### config.mk
export PLATFORM = sky130hd
export DESIGN_NAME = carry_terminal_count_stage_flat
export DESIGN_NICKNAME = d
export VERILOG_FILES = /design/src/rtl/carry_terminal_count_stage_if.sv /design/src/rtl/carry_terminal_count_stage.sv /design/src/flat_wrapper.sv
export SDC_FILE = /design/constraint.sdc
export NUM_CORES = 1
export LEC_CHECK = 0
export ABC_AREA = 1
export ABC_CLOCK_PERIOD_IN_PS = 1850
export BUFFER_PORTS_ARGS = -buffer_cell sky130_fd_sc_hd__clkbuf_2
export CAP_MARGIN = 20
export CORE_MARGIN = 2
export CORE_UTILIZATION = 50
export CTS_CLUSTER_SIZE = 16
export DETAILED_ROUTE_END_ITERATION = 16
export PLACE_DENSITY = 0.79
export SYNTH_ARGS = -nofsm -noshare
export SYNTH_HDL_FRONTEND = slang
export SYNTH_SLANG_ARGS = --single-unit
### constraint.sdc
create_clock -name clk -period 1.85 [get_ports clk]
set_input_delay 0.37 -clock clk [delete_from_list [all_inputs] [get_ports clk]]
set_output_delay 0.37 -clock clk [all_outputs]
set_load 0.02 [all_outputs]
### src/rtl/carry_terminal_count_stage_if.sv
// Handshake/control bundle for the programmable terminal-count stage.
// The master drives the controls; the slave (the stage) returns its status.
interface carry_terminal_count_stage_if #(
  parameter int WIDTH = 8
);
  logic             cin;
  logic             load;
  logic [WIDTH-1:0] load_value;
  logic             start;
  logic             mode;
  logic             stop;
  logic             ack;
  logic [WIDTH-1:0] count;
  logic             tc;
  logic             irq;
  logic             busy;

  modport master (
    output cin, load, load_value, start, mode, stop, ack,
    input  count, tc, irq, busy
  );

  modport slave (
    input  cin, load, load_value, start, mode, stop, ack,
    output count, tc, irq, busy
  );
endinterface

### src/rtl/carry_terminal_count_stage.sv
// Terminal-count stage behind a counter chain: counts carry events down from a
// reload value, pulses tc at terminal count, holds a sticky irq until ack.
module carry_terminal_count_stage #(
  parameter int WIDTH = 8
) (
  input  logic                            clk,
  input  logic                            rstn,
  carry_terminal_count_stage_if.slave     bus
);

  typedef enum logic [1:0] {
    IDLE = 2'd0,
    RUN  = 2'd1,
    DONE = 2'd2
  } state_t;

  state_t           state, state_nxt;
  logic [WIDTH-1:0] count, count_nxt;
  logic [WIDTH-1:0] reload, reload_nxt;
  logic [WIDTH-1:0] eff_value;
  logic             mode_r, mode_nxt;
  logic             tc, tc_nxt;
  logic             irq, irq_nxt;
  logic             busy, busy_nxt;
  logic             set_irq;
  logic             bad_state;

  always_ff @(posedge clk or negedge rstn) begin
    if (!rstn) begin
      state  <= IDLE;
      count  <= '0;
      reload <= '0;
      mode_r <= 1'b0;
      tc     <= 1'b0;
      irq    <= 1'b0;
      busy   <= 1'b0;
    end else begin
      state  <= state_nxt;
      count  <= count_nxt;
      reload <= reload_nxt;
      mode_r <= mode_nxt;
      tc     <= tc_nxt;
      irq    <= irq_nxt;
      busy   <= busy_nxt;
    end
  end

  // A load coincident with start is used directly as the starting value.
  assign eff_value = bus.load ? bus.load_value : reload;

  always_comb begin
    state_nxt  = state;
    count_nxt  = count;
    reload_nxt = reload;
    mode_nxt   = mode_r;
    tc_nxt     = 1'b0;
    set_irq    = 1'b0;
    bad_state  = 1'b0;
    unique case (state)
      IDLE: begin
        if (bus.load) begin
          reload_nxt = bus.load_value;
          count_nxt  = bus.load_value;
        end
        if (bus.start && eff_value != '0) begin
          count_nxt = eff_value;
          mode_nxt  = bus.mode;
          state_nxt = RUN;
        end
      end
      RUN: begin
        if (bus.stop) begin
          state_nxt = IDLE;
        end else if (bus.cin) begin
          if (count > WIDTH'(1)) begin
            count_nxt = count - WIDTH'(1);
          end else if (count == WIDTH'(1)) begin
            // Terminal event replaces the decrement, so count never wraps.
            tc_nxt  = 1'b1;
            set_irq = 1'b1;
            if (mode_r) begin
              count_nxt = reload;
            end else begin
              count_nxt = '0;
              state_nxt = DONE;
            end
          end
        end
      end
      DONE: begin
        count_nxt = '0;
        if (bus.ack) state_nxt = IDLE;
      end
      default: begin
        bad_state = 1'b1;
        state_nxt = IDLE;
        count_nxt = '0;
        mode_nxt  = 1'b0;
      end
    endcase
  end

  // Set beats a coincident ack.
  assign irq_nxt  = !bad_state && (set_irq || (irq && !bus.ack));
  assign busy_nxt = (state_nxt == RUN);

  assign bus.count = count;
  assign bus.tc    = tc;
  assign bus.irq   = irq;
  assign bus.busy  = busy;

endmodule

### src/flat_wrapper.sv
// flat-port wrapper written by rule: the top's interface ports become plain ports
module carry_terminal_count_stage_flat 
#(
  parameter int WIDTH = 8
)
  (clk, rstn, bus_cin, bus_load, bus_load_value, bus_start, bus_mode, bus_stop, bus_ack, bus_count, bus_tc, bus_irq, bus_busy);
  carry_terminal_count_stage_if #(.WIDTH(WIDTH)) bus_i ();
  input  logic clk;
  input  logic rstn;
  input wire logic [$bits(bus_i.cin)-1:0] bus_cin;
  input wire logic [$bits(bus_i.load)-1:0] bus_load;
  input wire logic [$bits(bus_i.load_value)-1:0] bus_load_value;
  input wire logic [$bits(bus_i.start)-1:0] bus_start;
  input wire logic [$bits(bus_i.mode)-1:0] bus_mode;
  input wire logic [$bits(bus_i.stop)-1:0] bus_stop;
  input wire logic [$bits(bus_i.ack)-1:0] bus_ack;
  output wire logic [$bits(bus_i.count)-1:0] bus_count;
  output wire logic [$bits(bus_i.tc)-1:0] bus_tc;
  output wire logic [$bits(bus_i.irq)-1:0] bus_irq;
  output wire logic [$bits(bus_i.busy)-1:0] bus_busy;
  assign bus_i.cin = bus_cin;
  assign bus_i.load = bus_load;
  assign bus_i.load_value = bus_load_value;
  assign bus_i.start = bus_start;
  assign bus_i.mode = bus_mode;
  assign bus_i.stop = bus_stop;
  assign bus_i.ack = bus_ack;
  assign bus_count = bus_i.count;
  assign bus_tc = bus_i.tc;
  assign bus_irq = bus_i.irq;
  assign bus_busy = bus_i.busy;
  carry_terminal_count_stage #(.WIDTH(WIDTH)) u_core (.clk(clk), .rstn(rstn), .bus(bus_i));
endmodule
==> results.md <==
* Buffers and inverters on the worst path at 2
* Critical Path, Cell by Cell: inv_2 -> ha_2 -> nor3b_4 -> nand2_2 -> o21ai_0 -> nand2_1 -> nand2_4 -> inv_4 -> nand2_1 -> nand2_1
* Final-layout fill cell count at about 310
* Number of I/O pins at 27
* Overall power consumption at ~2.8 mW
* Core area at slightly above 3000 um2
* Pin count of the biggest net entering global routing at 23
* Die width at 61.2 um
* Share of the yosys chip area belonging to registers at 33.6%
* Weighted congestion reported at the end of routability-driven placement at ~0.86
* Final worst slack at ~97 ps
* Largest stage delay, worst path at around 450 ps
* Count of cell types in the netlist at 22
* Library cell with the highest instance count after synthesis: nand2_1
* Total number of vias at around 1600
* FF+latch area at about 550 um2
* Average vias per placed instance at 5.03
* Num CTS Buffers at 3
* Port buffer count at 26
* Kind of launch point of the worst setup path: flop
* Synth Net Count at about 270
* IR drop worst, VDD at 0.602 mV
* Full die area at approximately 3700 um2
* RR Endpoint: u_core.bus.count[1]
* Worst Clk Skew at approximately 12 ps
* Highest Clock Rate at 570 MHz
* Antenna violations before repair at 0
* Slowest stage cell on the critical path: dfrtp_1
* R2r startpoint: u_core.bus.count[0]
* Number of global-route vias before repair at 1437
* Clock slew seen by the registers of the worst setup and hold paths at ~120 ps
* Pre-antenna DRT Iters at 4
* Total number of yosys warnings at 0
* Synth top area share at between 30% and 40%
* Classification of the worst setup path: reg -> reg
* Most common cell type on the critical path: nand2_1
* Multi-input gate area in the final layout at 915 um2
* Floorplan row count at 20
* Routed Wire Length at between 3 and 4 mm
* Cell Area, Synth at 1640 um2
* H-tree lvl count at 1
* CP top delay family: simple AND/OR/NAND/NOR gates
* Hold Fails Final Rpt at 0
* Max_cap viols at 0
* Reg2reg setup slack at just under 100 ps
* Hold Crit Class: in -> async
* Gate count after technology mapping at 249
* Cell type with the largest total area after synthesis: dfrtp_1
* Number of cells on the worst reg-to-reg path at 10
* Share of layout cells above drive strength 1 at ~20%
* Outcome: completed
* Data arrival time at the worst-slack endpoint at 1950 ps
* Biggest fanout along the worst timing path at 8
* Power per cell area at 1500 nW/um2
* Final setup viols at 0
* Clock tree from TritonCTS: done
* Area added between synthesis and finish at 15.5%
* Worst slew margin relative to its limit at between 60% and 70%
* Data required time of the worst path at 2050 ps
* DR WL/cell at around 11 um
* Global-route usage over all layers at 21.6%
* Synth Register Bits at 22
* Clk sinks at 22
* Worst-case setup slack after placement at -21.9 ps
* Die outline height at 61.2 um
* Count of routing violations after the opening detailed-route iteration at 79
* Post-detailed-route count of antenna-violating nets at 0
* Starting Density at a little over half
* Post-layout utilization of the core at 61.4%
* Pleak at between 1 and 1.5 nW
* Global route overflow at 0
* Hold Slack at roughly 8 ps
* Leading cell types by total area after synthesis: dfrtp_1, nand2_1, inv_1
* Tightest Pin Transition at between 500 and 600 ps
* Kind of end point of the critical path: flop
* Most numerous cell types in the synthesized netlist: nand2_1, inv_1, nand3_1
* Synthesized area divided by synthesized cell count at roughly 6.6 um2
* Clock Tree Root: clkbuf_4
* Proportion of synthesized flip-flops having asynchronous set or reset at 100%
* Total number of nets in the final design at 304
* Minimum clock period at 1750 ps
* DRC violations left at 0
* Pins over their slew limit at 0
* Final clock period utilization by the worst path at 94.8%
* ANT cells at 0
* Worst skew pair latency at around 310 ps
* First-pass GRT wire length at 6.03 mm
* Number of buffers on the longest clock path at 2
* Detailed Place HPWL at 2.83 mm
* Most used DFF post-synth: dfrtp_1
* EDFF count, synth at 0
## metrics by stage
step	TNS (ps)	cell area [um2]	std cells
after floorplan	0	1640	249
after global placement	0	1810	318
after detailed placement	-23.6	1810	318
after CTS	0	1840	321
after global routing	-13.6	1890	323
final	0	1890	323
## logic make-up (layout without fill, tap and decap cells)
logic type / Yosys count / after routing / share of synthesized area (%)
and+or+nand+nor: 148 / 148 / 39.1
buffers and inverters: 44 / 74 / 12.1
AOI/OAI and AO/OA: 25 / 25 / 8.26
DFF: 22 / 22 / 33.6
adders and majority gates: 7 / 7 / 5.35
xor gates and xnor gates: 3 / 3 / 1.61
## timing repair
item                       4_1_cts  5_1_grt
hold buffers                     0        0
buffers inserted                 0        2
pin swaps                        0        2
hold endpoints to repair         0        0
resized for setup                1        7
setup endpoints to repair        2        8
## layer usage
metal	part of all wire, %	routed length (um)	up-vias	track usage [%]
li1	-	-	833	-
met1	45	1630	740	28.0
met2	49	1800	46	36.6
met3	5.1	186	7	4.62
met4	1.4	50	0	5.59
met5	0	0	-	0
## cells in the final DEF, fill, tap and decap left out, types with 4 or more instances in the layout
cell type,synthesis,final
o211ai_1,4,4
nand2_1,100,98
ha_1,7,6
nand3_1,23,22
dfrtp_1,22,22
buf_4,2,6
inv_1,35,34
clkbuf_2,0,26
nor2_1,12,11
o21ai_0,20,20
nand2_2,5,6
## worst max path at each step
stage | from | end | cells after the start
floorplan | u_core.bus.count[0] | u_core.bus.count[3] | 11
global placement | bus_load | u_core.bus.busy | 13
detailed placement | bus_load | u_core.bus.busy | 13
CTS | u_core.bus.count[0] | u_core.bus.count[1] | 10
global route | u_core.bus.count[4] | u_core.bus.count[2] | 10
finish | u_core.bus.count[0] | u_core.bus.count[1] | 10
## where the power goes
part / internal (mW) / switching (mW) / leakage, nW
clock: 0.0763 / 0.139 / 0.0138
combinational: 0.639 / 1.11 / 0.812
sequential: 0.694 / 0.177 / 0.272
total: 1.41 / 1.42 / 1.10
## area by class of cell
cell class                      instances  area share (%)
Clock buffer                            3            1.19
Inverter                               38            8.07
Multi-Input combinational cell        183            48.4
Sequential cell                        22            29.1
Tap cell                               44            2.91
Timing Repair Buffer                   33            10.3
## sequential cells by signal, indices dropped and copies added, names as in the netlist
register          cells
u_core.bus.busy       1
u_core.bus.irq        1
u_core.reload         8
u_core.state          2
u_core.bus.count      8
u_core.mode_r         1
u_core.bus.tc         1
No activity file was read; power rests on OpenSTA's default activity.
